===== src/rtl/cache_arbiter_if.sv =====
// Cache/memory handshake bundle between the two caches, the arbiter and physical memory.
// The arbiter sits on the slave modport; the caches and memory model sit on the master modport.
interface cache_arbiter_if #(
  parameter int unsigned LINE_W = 256,
  parameter int unsigned ADDR_W = 32
);
  logic              icache_read;
  logic [ADDR_W-1:0] icache_address;
  logic [LINE_W-1:0] icache_rdata;
  logic              icache_resp;

  logic              dcache_read;
  logic              dcache_write;
  logic [ADDR_W-1:0] dcache_address;
  logic [LINE_W-1:0] dcache_wdata;
  logic [LINE_W-1:0] dcache_rdata;
  logic              dcache_resp;

  logic              pmem_read;
  logic              pmem_write;
  logic [ADDR_W-1:0] pmem_address;
  logic [LINE_W-1:0] pmem_wdata;
  logic [LINE_W-1:0] pmem_rdata;
  logic              pmem_resp;

  modport slave (
    input  icache_read, icache_address,
    output icache_rdata, icache_resp,
    input  dcache_read, dcache_write, dcache_address, dcache_wdata,
    output dcache_rdata, dcache_resp,
    output pmem_read, pmem_write, pmem_address, pmem_wdata,
    input  pmem_rdata, pmem_resp
  );

  modport master (
    output icache_read, icache_address,
    input  icache_rdata, icache_resp,
    output dcache_read, dcache_write, dcache_address, dcache_wdata,
    input  dcache_rdata, dcache_resp,
    input  pmem_read, pmem_write, pmem_address, pmem_wdata,
    output pmem_rdata, pmem_resp
  );
endinterface


===== src/rtl/cache_arbiter.sv =====
// Two-client line arbiter: I-cache and D-cache share one physical-memory port, one
// transaction at a time, alternating under contention, with a saturating contention counter.
module cache_arbiter #(
  parameter int unsigned LINE_W = 256,
  parameter int unsigned ADDR_W = 32,
  parameter int unsigned CNT_W  = 32
) (
  input  logic              clk,
  input  logic              rst,
  cache_arbiter_if.slave    bus,
  output logic [CNT_W-1:0]  conflict_count
);

  typedef enum logic [2:0] {StIdle, StServeI, StServeD, StRespI, StRespD} state_e;

  state_e            state_q;
  logic              last_d_q;
  logic              req_write_q;
  logic [ADDR_W-1:0] req_addr_q;
  logic [LINE_W-1:0] req_wdata_q;
  logic [LINE_W-1:0] line_q;
  logic [CNT_W-1:0]  conflict_q;
  logic              pmem_read_q;
  logic              pmem_write_q;
  logic              icache_resp_q;
  logic              dcache_resp_q;

  logic i_req, d_req, grant_i, grant_d;

  assign i_req   = bus.icache_read;
  assign d_req   = bus.dcache_read | bus.dcache_write;
  // On a tie, I wins unless I was the last one granted.
  assign grant_i = i_req & (~d_req | last_d_q);
  assign grant_d = d_req & ~grant_i;

  always_ff @(posedge clk) begin
    if (!rst) begin
      state_q       <= StIdle;
      last_d_q      <= 1'b1;
      req_write_q   <= 1'b0;
      req_addr_q    <= '0;
      req_wdata_q   <= '0;
      line_q        <= '0;
      conflict_q    <= '0;
      pmem_read_q   <= 1'b0;
      pmem_write_q  <= 1'b0;
      icache_resp_q <= 1'b0;
      dcache_resp_q <= 1'b0;
    end else begin
      unique case (state_q)
        StIdle: begin
          if (i_req && d_req && (conflict_q != '1)) begin
            conflict_q <= conflict_q + CNT_W'(1);
          end
          if (grant_i) begin
            state_q      <= StServeI;
            last_d_q     <= 1'b0;
            req_write_q  <= 1'b0;
            req_addr_q   <= bus.icache_address;
            pmem_read_q  <= 1'b1;
            pmem_write_q <= 1'b0;
          end else if (grant_d) begin
            // Read and write asserted together is a writeback.
            state_q      <= StServeD;
            last_d_q     <= 1'b1;
            req_write_q  <= bus.dcache_write;
            req_addr_q   <= bus.dcache_address;
            req_wdata_q  <= bus.dcache_wdata;
            pmem_read_q  <= ~bus.dcache_write;
            pmem_write_q <= bus.dcache_write;
          end
        end
        StServeI, StServeD: begin
          if (bus.pmem_resp) begin
            if (!req_write_q) begin
              line_q <= bus.pmem_rdata;
            end
            pmem_read_q  <= 1'b0;
            pmem_write_q <= 1'b0;
            if (state_q == StServeI) begin
              state_q       <= StRespI;
              icache_resp_q <= 1'b1;
            end else begin
              state_q       <= StRespD;
              dcache_resp_q <= 1'b1;
            end
          end
        end
        StRespI, StRespD: begin
          icache_resp_q <= 1'b0;
          dcache_resp_q <= 1'b0;
          state_q       <= StIdle;
        end
        default: begin
          state_q <= StIdle;
        end
      endcase
    end
  end

  assign bus.pmem_read    = pmem_read_q;
  assign bus.pmem_write   = pmem_write_q;
  assign bus.pmem_address = req_addr_q;
  assign bus.pmem_wdata   = req_wdata_q;
  assign bus.icache_resp  = icache_resp_q;
  assign bus.dcache_resp  = dcache_resp_q;
  assign bus.icache_rdata = line_q;
  assign bus.dcache_rdata = line_q;
  assign conflict_count   = conflict_q;

endmodule


===== src/flat_wrapper.sv =====
// flat-port wrapper written by rule: the top's interface ports become plain ports
module cache_arbiter_flat 
#(
  parameter int unsigned LINE_W = 256,
  parameter int unsigned ADDR_W = 32,
  parameter int unsigned CNT_W  = 32
)
  (clk, rst, conflict_count, bus_icache_read, bus_icache_address, bus_icache_rdata, bus_icache_resp, bus_dcache_read, bus_dcache_write, bus_dcache_address, bus_dcache_wdata, bus_dcache_rdata, bus_dcache_resp, bus_pmem_read, bus_pmem_write, bus_pmem_address, bus_pmem_wdata, bus_pmem_rdata, bus_pmem_resp);
  cache_arbiter_if #(.LINE_W(LINE_W), .ADDR_W(ADDR_W)) bus_i ();
  input  logic clk;
  input  logic rst;
  output logic [CNT_W-1:0] conflict_count;
  input wire logic [$bits(bus_i.icache_read)-1:0] bus_icache_read;
  input wire logic [$bits(bus_i.icache_address)-1:0] bus_icache_address;
  output wire logic [$bits(bus_i.icache_rdata)-1:0] bus_icache_rdata;
  output wire logic [$bits(bus_i.icache_resp)-1:0] bus_icache_resp;
  input wire logic [$bits(bus_i.dcache_read)-1:0] bus_dcache_read;
  input wire logic [$bits(bus_i.dcache_write)-1:0] bus_dcache_write;
  input wire logic [$bits(bus_i.dcache_address)-1:0] bus_dcache_address;
  input wire logic [$bits(bus_i.dcache_wdata)-1:0] bus_dcache_wdata;
  output wire logic [$bits(bus_i.dcache_rdata)-1:0] bus_dcache_rdata;
  output wire logic [$bits(bus_i.dcache_resp)-1:0] bus_dcache_resp;
  output wire logic [$bits(bus_i.pmem_read)-1:0] bus_pmem_read;
  output wire logic [$bits(bus_i.pmem_write)-1:0] bus_pmem_write;
  output wire logic [$bits(bus_i.pmem_address)-1:0] bus_pmem_address;
  output wire logic [$bits(bus_i.pmem_wdata)-1:0] bus_pmem_wdata;
  input wire logic [$bits(bus_i.pmem_rdata)-1:0] bus_pmem_rdata;
  input wire logic [$bits(bus_i.pmem_resp)-1:0] bus_pmem_resp;
  assign bus_i.icache_read = bus_icache_read;
  assign bus_i.icache_address = bus_icache_address;
  assign bus_icache_rdata = bus_i.icache_rdata;
  assign bus_icache_resp = bus_i.icache_resp;
  assign bus_i.dcache_read = bus_dcache_read;
  assign bus_i.dcache_write = bus_dcache_write;
  assign bus_i.dcache_address = bus_dcache_address;
  assign bus_i.dcache_wdata = bus_dcache_wdata;
  assign bus_dcache_rdata = bus_i.dcache_rdata;
  assign bus_dcache_resp = bus_i.dcache_resp;
  assign bus_pmem_read = bus_i.pmem_read;
  assign bus_pmem_write = bus_i.pmem_write;
  assign bus_pmem_address = bus_i.pmem_address;
  assign bus_pmem_wdata = bus_i.pmem_wdata;
  assign bus_i.pmem_rdata = bus_pmem_rdata;
  assign bus_i.pmem_resp = bus_pmem_resp;
  cache_arbiter #(.LINE_W(LINE_W), .ADDR_W(ADDR_W), .CNT_W(CNT_W)) u_core (.clk(clk), .rst(rst), .bus(bus_i), .conflict_count(conflict_count));
endmodule

===== config.mk =====
export PLATFORM = sky130hd
export DESIGN_NAME = cache_arbiter_flat
export DESIGN_NICKNAME = d
export VERILOG_FILES = /design/src/rtl/cache_arbiter_if.sv /design/src/rtl/cache_arbiter.sv /design/src/flat_wrapper.sv
export SDC_FILE = /design/constraint.sdc
export NUM_CORES = 1
export LEC_CHECK = 0
export ABC_AREA = 0
export BUFFER_PORTS_ARGS = -buffer_cell sky130_fd_sc_hd__buf_4
export CAP_MARGIN = 20
export CORE_AREA = 2 2 550 552
export DETAILED_ROUTE_END_ITERATION = 6
export DIE_AREA = 0 0 552 554
export GPL_TIMING_DRIVEN = 1
export MAX_ROUTING_LAYER = met4
export RECOVER_POWER = 25
export SYNTH_ARGS = -nofsm -noshare
export SYNTH_HDL_FRONTEND = slang
export SYNTH_SLANG_ARGS = --single-unit

===== constraint.sdc =====
create_clock -name clk -period 5.4 [get_ports clk]
set_clock_uncertainty 0.2 [all_clocks]
set_input_delay 0.81 -clock clk [delete_from_list [all_inputs] [get_ports clk]]
set_output_delay 0.81 -clock clk [all_outputs]
set_load 0.1 [all_outputs]

======== After elaboration in Yosys (flattened, before gate mapping) ========
Index checks and enable logic that the tools add are counted.
W data, S select, Z words.
operators by class
  add/subtract/negate cells ............... 1
  reduce and logical (&&, ||, !) cells .... 16
  equality and inequality tests ........... 9
  bitwise logic cells ..................... 8
  mux-type cells .......................... 22
operators with widths
  operator                 count
  $mux W32                 2
  $add A32 B1 Y32 const B  1
  $ne A32 B32 Y1 const B   1
  $reduce_and A3 Y1        5
  $mux W3                  4
  $mux W1                  11
  $pmux W1 S2              4
  $eq A3 B2 Y1 const B     2
  $pmux W3 S2              1
  $reduce_and A2 Y1        3
  $reduce_bool A2 Y1       3
  $ne A2 B2 Y1 const B     2
  $not A1 Y1               4
  $reduce_or A2 Y1         2
  $eq A3 B1 Y1 const B     1
  $eq A3 B3 Y1 const B     1
  $logic_not A3 Y1         1
  $ne A3 B1 Y1 const B     1
  $and A1 B1 Y1            2
  $logic_and A1 B1 Y1      2
  $ne A2 B1 Y1 const B     1
  $or A1 B1 Y1             2
storage, ports and cells
  bits of input ports ..................... 582
  register bits after elaboration ......... 585

======== Logic depth before layout (Yosys ltp) ========
  word-level depth ........................ 9
  mapped depth ............................ 9

======== Worst setup path after synthesis ========
OpenSTA, ideal clock, no wires.
  path type ............................... register to register
  start point ............................. register u_core.conflict_q[27], in the netlist u_core.conflict_count[27]
  end point ............................... register u_core.conflict_q[0], in the netlist u_core.conflict_count[0]
  library setup time ...................... 128 ps
  stages on the path, launching flop included .. 8
  slack ................................... 2,600 ps
  data arrival time ....................... 2,473 ps
  required time ........................... 5,072 ps
  buffers on the path ..................... 2
  path through ............................ dfxtp_1 > nand4_1 > nor4_4 > a31o_1 > buf_2 > buf_4 > xor2_1 > nor2_1
on the way
  cells in the longest elaborated chain, start to end .. 3
ends and longest elaborated chain
  what                                RTL line             text
  start, declared                     cache_arbiter.sv:22  logic [CNT_W-1:0] conflict_q;
  start signal, assigned              cache_arbiter.sv:53  conflict_q <= conflict_q + CNT_W'(1);
  $ne A32 B32 Y1                      cache_arbiter.sv:52  if (i_req && d_req && (conflict_q != '1)) begin
  $logic_and A1 B1 Y1                 cache_arbiter.sv:52
  $reduce_and A2 Y1 (no source line)  --
Every way passes these cells.
A chain may end at the register's enable or synchronous reset.

======== Final worst setup path ========
  start point ............................. register u_core.state_q[2]
  end point ............................... register u_core.req_wdata_q[32], in the netlist u_core.bus.pmem_wdata[32]
on the way
  cells in the longest elaborated chain, start to end .. 2
ends and longest elaborated chain
  what                                RTL line             text
  start, declared                     cache_arbiter.sv:16  state_e state_q;
  start signal, assigned              cache_arbiter.sv:38  state_q <= StIdle;
  start signal, assigned              cache_arbiter.sv:56  state_q <= StServeI;
  start signal, assigned              cache_arbiter.sv:64  state_q <= StServeD;
  $logic_not A3 Y1                    cache_arbiter.sv:50  unique case (state_q)
  $reduce_and A3 Y1 (no source line)  --
  end signal, assigned                cache_arbiter.sv:68  req_wdata_q <= bus.dcache_wdata;
  end, declared                       cache_arbiter.sv:20  logic [LINE_W-1:0] req_wdata_q;
Every way passes these cells.

==> reports/results.ini <==
[sta]
worst_slack_ps = 1580
slew_viol_final = 0
final_hold_viol_count = 0
finalCritPeriodShare = 0.707
tns_ps = 0
worst_pin_slew_ps = 1500
rsz0062_at_grt = no
min_period_ps = 3820
report.final.setup_viol = 0
fmax_mhz = 262
maxSlewHeadroom = 0.00705

[synthesis]
syn_nets = 3456
ys_ff_latch = 585
synthesis.instances = 2873
syn_area_per_cell_um2 = 7.93
synthesis.area_um2 = 22800
synth_area_leaders = dfxtp_1, nand2_1, a21oi_1
ys_seq_area_frac = 0.514
synth-async-reset-ratio = 0
synth_ff_type = dfxtp_1
yosysTopAreaCellShare = 0.514
yosysTopAreaCell = dfxtp_1
synth_edf_count = 0
yosysUniqueCellTypes = 51
yosysWarnings = 0

[drt]
vias = 25153
routed_wl_mm = 171
first_pass_iters = 5
wl_per_cell_um = 20.7
dr.first_iter.drc_count = 1563
drc_errors = 0
routed_via_density = 3.05
ant_nets = 0

[run_status]
violations = capacitance limit
status = complete, but fails checks

[clock_tree]
insertion_delay_ps = 780
numCtsBuffers = 82
root_buffer = clkbuf_16
path_clk_slew_ps = 60
clock_path_buffers = 4
clkSinkCount = 585
cts_tree = built
h-tree-depth = 3
post_cts_buffers = 0

[placement]
portBuffers = 1417
hpwl_mm = 140
place_congestion = 0.906
place_ws_ps = 2270

[power_and_ir_drop]
peakVddDrop_mv = 0.290
p_switching_mw = 10.2
p_per_area_nw_per_um2 = 495
pwr-share-comb = 0.443
leakage_nw = 15.7
seqPwrFrac = 0.266
intPower_mw = 9.79
p_sw_frac = 0.510
p_clk_frac = 0.291

[critical_path]
path_cells = or3_1 -> nor2_1 -> and2_0 -> buf_12 -> nand2_1 -> a21oi_1
slowest_delay_ps = 1110
ff2ff_path_depth = 6
worstSetupEndpointType = flip-flop
critPathKind = flip-flop to flip-flop
worstPathRequired_ps = 5890
worstPathArrival_ps = 4300
slowest_stage = and2_0
crit_path_start_kind = flip-flop
crit_path_max_fanout = 111

[floorplan]
fp.dieH_um = 554
dieArea_um2 = 306000
core_um2 = 299000
floorplan.rows = 201
die_w_um = 552
ioPinCount = 1418
start_util = 0.0762

[min_path]
hold_path_depth = 3
hold_class = input pin to flip-flop

[final_layout]
area_delta_synth_final_pct = 76.8
drive_above_1_share = 0.304
mostFrequentLayoutCell = buf_4
final_cell_mix = buf_4, nand2_1, dfxtp_1
nFillCells = 34739
fin_nets = 4786

[run]
max_cap_viol_count = 1

[global_route]
antenna_found_initial = 83
grt_max_degree = 129
grt_pass1_wl_mm = 222
grt_pass1_vias = 24455
grt-ovfl-total = 0
gr-usage-all-layers = 0.109

stage by stage:
stage	instance area (um^2)	hold slack [ps]	util	std cells	total power [mW]
finish	40300	91.1	0.135	8259	20.0
global route	40300	31.6	0.135	8254	20.8
CTS	41400	0.0742	0.138	8221	20.6
detailed placement	36100	247	0.121	7829	14.4
global placement	36100	242	0.121	7829	14.4
floorplan	22800	279	-	2873	12.1
cell type report:
class,instances,area [um^2],share of cell area
timing repair buffer,1698,12400,0.308
sequential,585,11700,0.290
multi-input combinational,1826,8310,0.206
tap,3958,4950,0.123
clock buffer,107,2280,0.0565
clock inverter,37,515,0.0128
antenna,38,95.1,0.00236
inverter,10,45.0,0.00112
worst paths after layout:
check                                               start                                        end  slack, ps
hold / removal                        bus_pmem_rdata[254]  u_core.bus.dcache_rdata[254]$_SDFFE_PN0P_         90
setup reg to reg           u_core.state_q[2]$_SDFFE_PN0P_     u_core.bus.pmem_wdata[32]$_SDFFE_PN0P_       1580
setup / recovery           u_core.state_q[2]$_SDFFE_PN0P_     u_core.bus.pmem_wdata[32]$_SDFFE_PN0P_       1580
hold reg to reg   u_core.bus.pmem_wdata[190]$_SDFFE_PN0P_    u_core.bus.pmem_wdata[190]$_SDFFE_PN0P_        250
state kept, by name, indices dropped and copies added (netlist names):
signal / cells
u_core.bus.pmem_address: 32
u_core.bus.dcache_rdata: 256
u_core.bus.pmem_write: 1
u_core.last_d_q: 1
u_core.conflict_count: 32
u_core.bus.pmem_read: 1
u_core.bus.dcache_resp: 1
u_core.bus.pmem_wdata: 256
u_core.state_q: 3
u_core.req_write_q: 1
u_core.bus.icache_resp: 1
cells in the mapped netlist (2+ instances only):
master / number
dfxtp_1: 585
nand2_1: 1050
and4_1: 5
or3_1: 17
o21ai_0: 19
or4_1: 6
a21oi_1: 535
a21o_1: 2
o21ai_1: 5
buf_1: 7
a211oi_1: 35
nor4_2: 2
nor4_1: 4
xor2_1: 2
and2_1: 3
nand4_1: 6
and3_1: 5
nand3_1: 13
buf_4: 261
xnor2_1: 3
nor3_1: 6
clkbuf_1: 120
nand2b_1: 3
o21a_1: 2
inv_1: 10
nor2_1: 43
buf_2: 63
o31ai_1: 5
mux2i_1: 34
cell families (layout without fill, tap and decap cells):
logic type,Yosys count,count (layout),share of synthesized area
flops,585,585,0.514
simple gates,1170,1170,0.204
other cells,0,38,0
fa+ha+maj,1,1,0.000549
xor+xnor,5,5,0.00192
buf+inv,462,1852,0.123
compound gates,616,616,0.142
mux,34,34,0.0149
worst max-delay path: cells and delay by family (launching register included):
family	cells	cell delay, ps
DFF	1	390
AOI/OAI and AO/OA	1	200
buffers and inverters	1	430
and+or+nand+nor	4	2230
layer usage:
metal,global-route usage,up-vias,wire length (um)
met2,0.164,1350,74200
met1,0.115,11633,63800
li1,-,11834,-
met3,0.0617,336,23300
met4,0.0563,0,9830
met5,-,-,0
repair_timing:
action | in CTS | in global routing
hold buffers | 248 | 0
hold endpoints to repair | 248 | 0
resized for setup | 0 | 0
power by group through the flow:
| stage | logic, mW | clock network [mW] | registers [mW] |
|---|---|---|---|
| detailed placement | 8.99 | 0 | 5.40 |
| global placement | 8.99 | 0 | 5.39 |
| CTS | 9.18 | 6.07 | 5.32 |
| finish | 8.85 | 5.81 | 5.31 |
| floorplan | 3.10 | 0 | 8.98 |
| global route | 9.23 | 6.19 | 5.37 |
(Power assumes the default switching activity.)
